--- src/rtl/aes_shiftrow_pipe.sv ---
// rtl/aes_shiftrow_pipe.sv - registered ShiftRows/InvShiftRows stage with valid/ready and output FIFO
module aes_shiftrow_pipe #(
    parameter int NB    = 4,
    parameter int DEPTH = 2,
    parameter int CNT_W = 16
) (
    input  logic                clk,
    input  logic                rst_n,
    input  logic                in_valid,
    output logic                in_ready,
    input  logic                in_inv,
    input  logic [32*NB-1:0]    in_data,
    output logic                out_valid,
    input  logic                out_ready,
    output logic [32*NB-1:0]    out_data,
    output logic [CNT_W-1:0]    blk_cnt
);

    localparam int W  = 32 * NB;
    localparam int PW = (DEPTH > 1) ? $clog2(DEPTH) : 1;
    localparam int CW = $clog2(DEPTH + 1);
    localparam logic [PW-1:0] LAST = PW'(DEPTH - 1);
    localparam logic [CW-1:0] FULL = CW'(DEPTH);

    generate
        if (!(NB == 4 || NB == 6 || NB == 8)) begin : g_bad_nb
            $error("aes_shiftrow_pipe: NB must be 4, 6 or 8");
        end
        if (DEPTH < 1) begin : g_bad_depth
            $error("aes_shiftrow_pipe: DEPTH must be at least 1");
        end
    endgenerate

    // Rijndael 256-bit blocks skip offset 2 in rows 2 and 3.
    function automatic int row_shift(input int r);
        return (NB == 8 && r >= 2) ? r + 1 : r;
    endfunction

    logic [W-1:0] fwd;
    logic [W-1:0] inv;
    logic [W-1:0] shifted;

    always_comb begin
        fwd = '0;
        inv = '0;
        for (int c = 0; c < NB; c++) begin
            for (int r = 0; r < 4; r++) begin
                fwd[W-1-8*(4*c+r) -: 8] =
                    in_data[W-1-8*(4*((c + row_shift(r)) % NB)+r) -: 8];
                inv[W-1-8*(4*c+r) -: 8] =
                    in_data[W-1-8*(4*((c - row_shift(r) + NB) % NB)+r) -: 8];
            end
        end
        shifted = in_inv ? inv : fwd;
    end

    logic [W-1:0]  mem [DEPTH];
    logic [PW-1:0] rd_ptr;
    logic [PW-1:0] wr_ptr;
    logic [CW-1:0] count;
    logic          push;
    logic          pop;

    // Ready depends only on registered state so out_ready never reaches in_ready.
    assign in_ready  = rst_n && (count < FULL);
    assign out_valid = (count != '0);
    assign out_data  = out_valid ? mem[rd_ptr] : '0;
    assign push      = in_valid && in_ready;
    assign pop       = out_valid && out_ready;

    always_ff @(posedge clk) begin
        if (push) begin
            mem[wr_ptr] <= shifted;
        end
    end

    always_ff @(posedge clk) begin
        if (!rst_n) begin
            rd_ptr  <= '0;
            wr_ptr  <= '0;
            count   <= '0;
            blk_cnt <= '0;
        end else begin
            if (push) begin
                wr_ptr  <= (wr_ptr == LAST) ? '0 : wr_ptr + 1'b1;
                blk_cnt <= blk_cnt + 1'b1;
            end
            if (pop) begin
                rd_ptr <= (rd_ptr == LAST) ? '0 : rd_ptr + 1'b1;
            end
            if (push && !pop) begin
                count <= count + 1'b1;
            end else if (pop && !push) begin
                count <= count - 1'b1;
            end
        end
    end

endmodule

--- config.mk ---
export PLATFORM = sky130hd
export DESIGN_NAME = aes_shiftrow_pipe
export DESIGN_NICKNAME = d
export VERILOG_FILES = /design/src/rtl/aes_shiftrow_pipe.sv
export SDC_FILE = /design/constraint.sdc
export NUM_CORES = 1
export LEC_CHECK = 0
export BUFFER_PORTS_ARGS = -buffer_cell sky130_fd_sc_hd__buf_2
export CAP_MARGIN = 10
export CORE_UTILIZATION = 30
export DETAILED_ROUTE_END_ITERATION = 8
export GPL_ROUTABILITY_DRIVEN = 1
export GPL_TIMING_DRIVEN = 1
export SLEW_MARGIN = 10
export SYNTH_ARGS = -nofsm -noshare
export SYNTH_HDL_FRONTEND = slang
export SYNTH_SLANG_ARGS = --single-unit
--- constraint.sdc ---
create_clock -name clk -period 16.1 [get_ports clk]
set_clock_uncertainty 0.15 [all_clocks]
set_input_delay 1.61 -clock clk [delete_from_list [all_inputs] [get_ports clk]]
set_output_delay 1.61 -clock clk [all_outputs]
set_load 0.1 [all_outputs]
; Yosys cells after proc, flatten, opt, wreduce, memory -nomap -nowiden
; Memory sizes are Yosys's and may differ from the RTL's. A register that Yosys moved wholly into a read port is not among the register bits.
; Index checks and enable logic that the tools add are counted.
[word_totals]
mem_count = 1
mem_bits_rw = 256
reg_bits = 20
elab_cells = 30
output_inout_bits = 146
[op_classes]
n_mux = 10
magnitude_cmp = 1
add_sub_neg = 5
reduce_logical = 9
[mem_list]
columns = name, words, word_bits, read_ports, rd_ports_with_merged_regs, write_ports, line
row1 = mem, 2, 128, 1, 1, 1, 57  ; logic [W-1:0] mem [DEPTH];
[op_table]
columns = cell, n
row1 = 2-to-1 mux 128 bit, 1
row2 = 2-to-1 mux 120 bit, 1
row3 = adder 16 x 1 -> 16 bit (second input constant), 1
row4 = 2-to-1 mux 1 bit, 6
row5 = logical AND 1 bit, 5
row6 = 2-to-1 mux 2 bit, 2
row7 = nonzero test 2 bit, 2
row8 = adder 1 bit (second input constant), 2
row9 = adder 2 x 1 -> 2 bit (second input constant), 1
row10 = logical NOT 1 bit, 2
row11 = < comparator 2 bit (second input constant), 1
row12 = subtractor 2 x 1 -> 2 bit (second input constant), 1

; Depth between registers and ports, before layout
[depth]
depth_word = 7
mapped_depth = 7
depth_no_buf = 7

; Worst setup path before layout
; Ideal clock, no wire load.
[synth_timing]
kind = in2reg
startpoint = input port in_valid
endpoint = memory mem[0][0] (netlist bit), enable pin
n_path_buf = 0
slack_ns = 8.289
cell_stages = 2
setup_time_ns = 0.617
arrival_ns = 7.044
path_cell_list = nand3b_4 nor2_1
[synth_between]
elab_chain_cells = 3
[synth_rtl]
columns = element, line
row1 = from (decl), 9  ; input logic in_valid,
row2 = logical AND 1 bit, 68  ; assign push = in_valid && in_ready;
row3 = 2-to-1 mux 1 bit, 72  ; if (push) begin
row4 = 2-to-1 mux 1 bit (implied by the code), 73  ; mem[wr_ptr] <= shifted;
row5 = to (decl), 57
; No other way between the ends.

==> metrics.md <==
| Metric | Value |
|---|---|
| Final Hold Viols | `0` |
| Slowest stage delay, CP | `0.89 ns` |
| Largest net degree at the start of global routing | `between 60 and 70` |
| Worst EP arrival | `3.12 ns` |
| Worst-margin pin slew | `0.977 ns` |
| Nets | `about 1100` |
| IO Port Bufs | `approximately 280` |
| Multi-input logic area | `0.00300 mm2` |
| DR WL/cell | `16.6 um` |
| Syn Nets | `between 800 and 900` |
| Worst EP required | `14.34 ns` |
| Worst path cell trace | `buf_4, mux2i_1, nor2_1, buf_2` |
| Initial antenna violation count | `4` |
| DR iter-0 viols | `235` |
| Critical path class | `flip-flop to output pin` |
| Synth Flop Type | `edfxtp_1` |
| Number of synthesized flops with an enable pin | `roughly 260` |
| Die Span Y | `196 um` |
| Die width | `196 um` |
| Asr flop ratio synth | `0%` |
| Hold Path Stages | `2` |
| Crit path max fanout | `50` |
| Antenna Nets Post-Route | `0` |
| Vias in the first global route | `~7000` |
| Inserted Clock Buffers | `34` |
| Hold Path Class | `flip-flop to flip-flop` |
| Global-route wire length before repair | `~38 mm` |
| CTS max path bufs | `3` |
| Synth Cell Area | `0.0113 mm2` |
| Mapped Cells | `720` |
| Reg2reg setup slack | `12.99 ns` |
| Total Wirelength | `approximately 25 mm` |
| HP Start | `blk_cnt[15]` |
| Share of layout cells above drive strength 1 | `roughly two fifths` |
| Final Setup Violations | `0` |
| RSZ-0062 raised after global routing | `no` |
| Root buffer cell | `clkbuf_16` |
| Synth unique cells | `27` |
| Total of max-cap violations | `0` |
| Most frequent cells in the layout | `buf_2 (277), edfxtp_1 (256), nor2_1 (144), mux2i_1 (128), mux2_2 (64)` |
| Syn avg cell area | `15.7 um2` |
| Synth warn | `0` |
| Fmax | `205 MHz` |
| Num rows | `70` |
| RR Endpoint | `mem[1][31]` |
| Startpoint Class | `flip-flop` |
| Register area share after synthesis | `71.9%` |
| Fillers | `around 3600` |
| Setup_tns | `0 ns` |
| Final period util | `30.3%` |
| Iteration count of the initial detailed-routing pass | `6` |
| GR Util All Layers | `12.8%` |
| Die ar. | `0.0383 mm2` |
| Clock-pin transition on the worst setup and hold timing paths | `0.06 ns` |
| H-tree levels | `2` |
| Worst r2r src | `count[1]` |
| Rel. slew slack | `34.8%` |
| Slowest-stage cell, CP | `dfxtp_4` |
| Setup crit end kind | `output pin` |
| Register bit total from synthesis | `approximately 280` |
| CTS tree | `built` |
| Status | `completed` |
| Detailed Place HPWL | `about 16 mm` |
| Post-layout minimum cycle time | `4.88 ns` |
| Clock Latency Late Sink | `0.50 ns` |
| Via Count | `just under 7000` |
| Worst r2r path cells | `4` |
| Gr ovfl total | `0` |
| Commonest non-fill, non-tap cell in the layout | `buf_2` |
| Slew Limit Fails | `0` |
| Starting density of the core | `30.6%` |
| Hold Path Sink | `blk_cnt[15]` |
| Routability cong. | `0.735` |
| Seq. cell area | `0.00811 mm2` |
| Area Overhead vs Synth | `26.5%` |
| Sink Count | `277` |
| # resized after CTS | `0` |
| Vias per inst | `4.54` |
| Core area | `0.0368 mm2` |
| # IOs | `279` |
| CTS Hold Bufs | `0` |
| DR DRC count | `0` |
| Number of setup buffers added after CTS | `0` |
state kept, by name (all words and copies together) (netlist names), named ones only:
signal / flops
mem: 256
rd_ptr: 1
count: 2
blk_cnt: 16
wr_ptr: 1
cell usage after synthesis, types with 2 or more instances:
library cell  count  share of area [%]
edfxtp_1        256                 68
nor2_1          146                4.9
mux2i_1         128                 11
mux2_2           64                6.4
dfxtp_1          21                3.7
clkbuf_1         19               0.63
buf_2            18               0.80
xnor2_1          10               0.78
nand2_1           8               0.27
nand4_1           7               0.39
a21oi_1           5               0.22
inv_1             5               0.17
xor2_1            5               0.39
nor3_1            4               0.18
nor4_1            4               0.22
o21ai_0           4               0.18
or3_1             4               0.22
ha_1              2               0.22
nand3_1           2              0.089
cell type report:
class / instances / area share [%]
sequential: 277 / 56.9
clock inverter: 17 / 0.983
tap: 468 / 4.11
inverter: 6 / 0.158
multi-input combinational: 400 / 21.0
timing repair buffer: 285 / 10.1
clock buffer: 44 / 6.68
antenna: 2 / 0.0351
metal layers:
metal | GRT usage [%] | up-vias | wire length, um
met5 | 0 | - | 34
met4 | 3.79 | 6 | 528
met3 | 4.62 | 48 | 1960
met2 | 21.0 | 195 | 11700
met1 | 15.8 | 3314 | 10700
li1 | - | 3242 | -
critical path, delay by kind of cell, from the launching register on:
kind	cells	cell delay, ns
buf+inv	2	1.28
flops	1	0.89
mux	1	0.19
simple gates	1	0.17
stage by stage:
stage          utilization (%)  std cells  cell area (um2)  worst slack [ns]  hold slack [ns]
2_1_floorplan                -        720            11300              8.29            0.322
3_3_place_gp              35.8       1436            13200             11.66            0.316
3_5_place_dp              35.8       1436            13200             11.64            0.323
4_1_cts                   38.7       1497            14300             11.15            0.336
5_1_grt                   38.7       1497            14300             11.04            0.346
6_report                  38.8       1499            14300             11.22            0.338
kinds of logic after synthesis:
kind of cell | share of synthesized area (%)
simple gates | 6.79
flops | 71.9
buf+inv | 1.63
mux | 17.8
compound gates | 0.477
fa+ha+maj | 0.222
xor+xnor | 1.17
worst max-delay path by stage:
stage,startpoint,to,cells after the start
finish,flip-flop,out_data[120],4
global route,flip-flop,out_data[120],4
CTS,flip-flop,out_data[120],4
detailed placement,rst_n,in_ready,4
global placement,rst_n,in_ready,4
floorplan,in_valid,mem[0][0],2
Power is not shown: default switching activity piles up to over one toggle a cycle in this logic, so the estimate is an artifact.
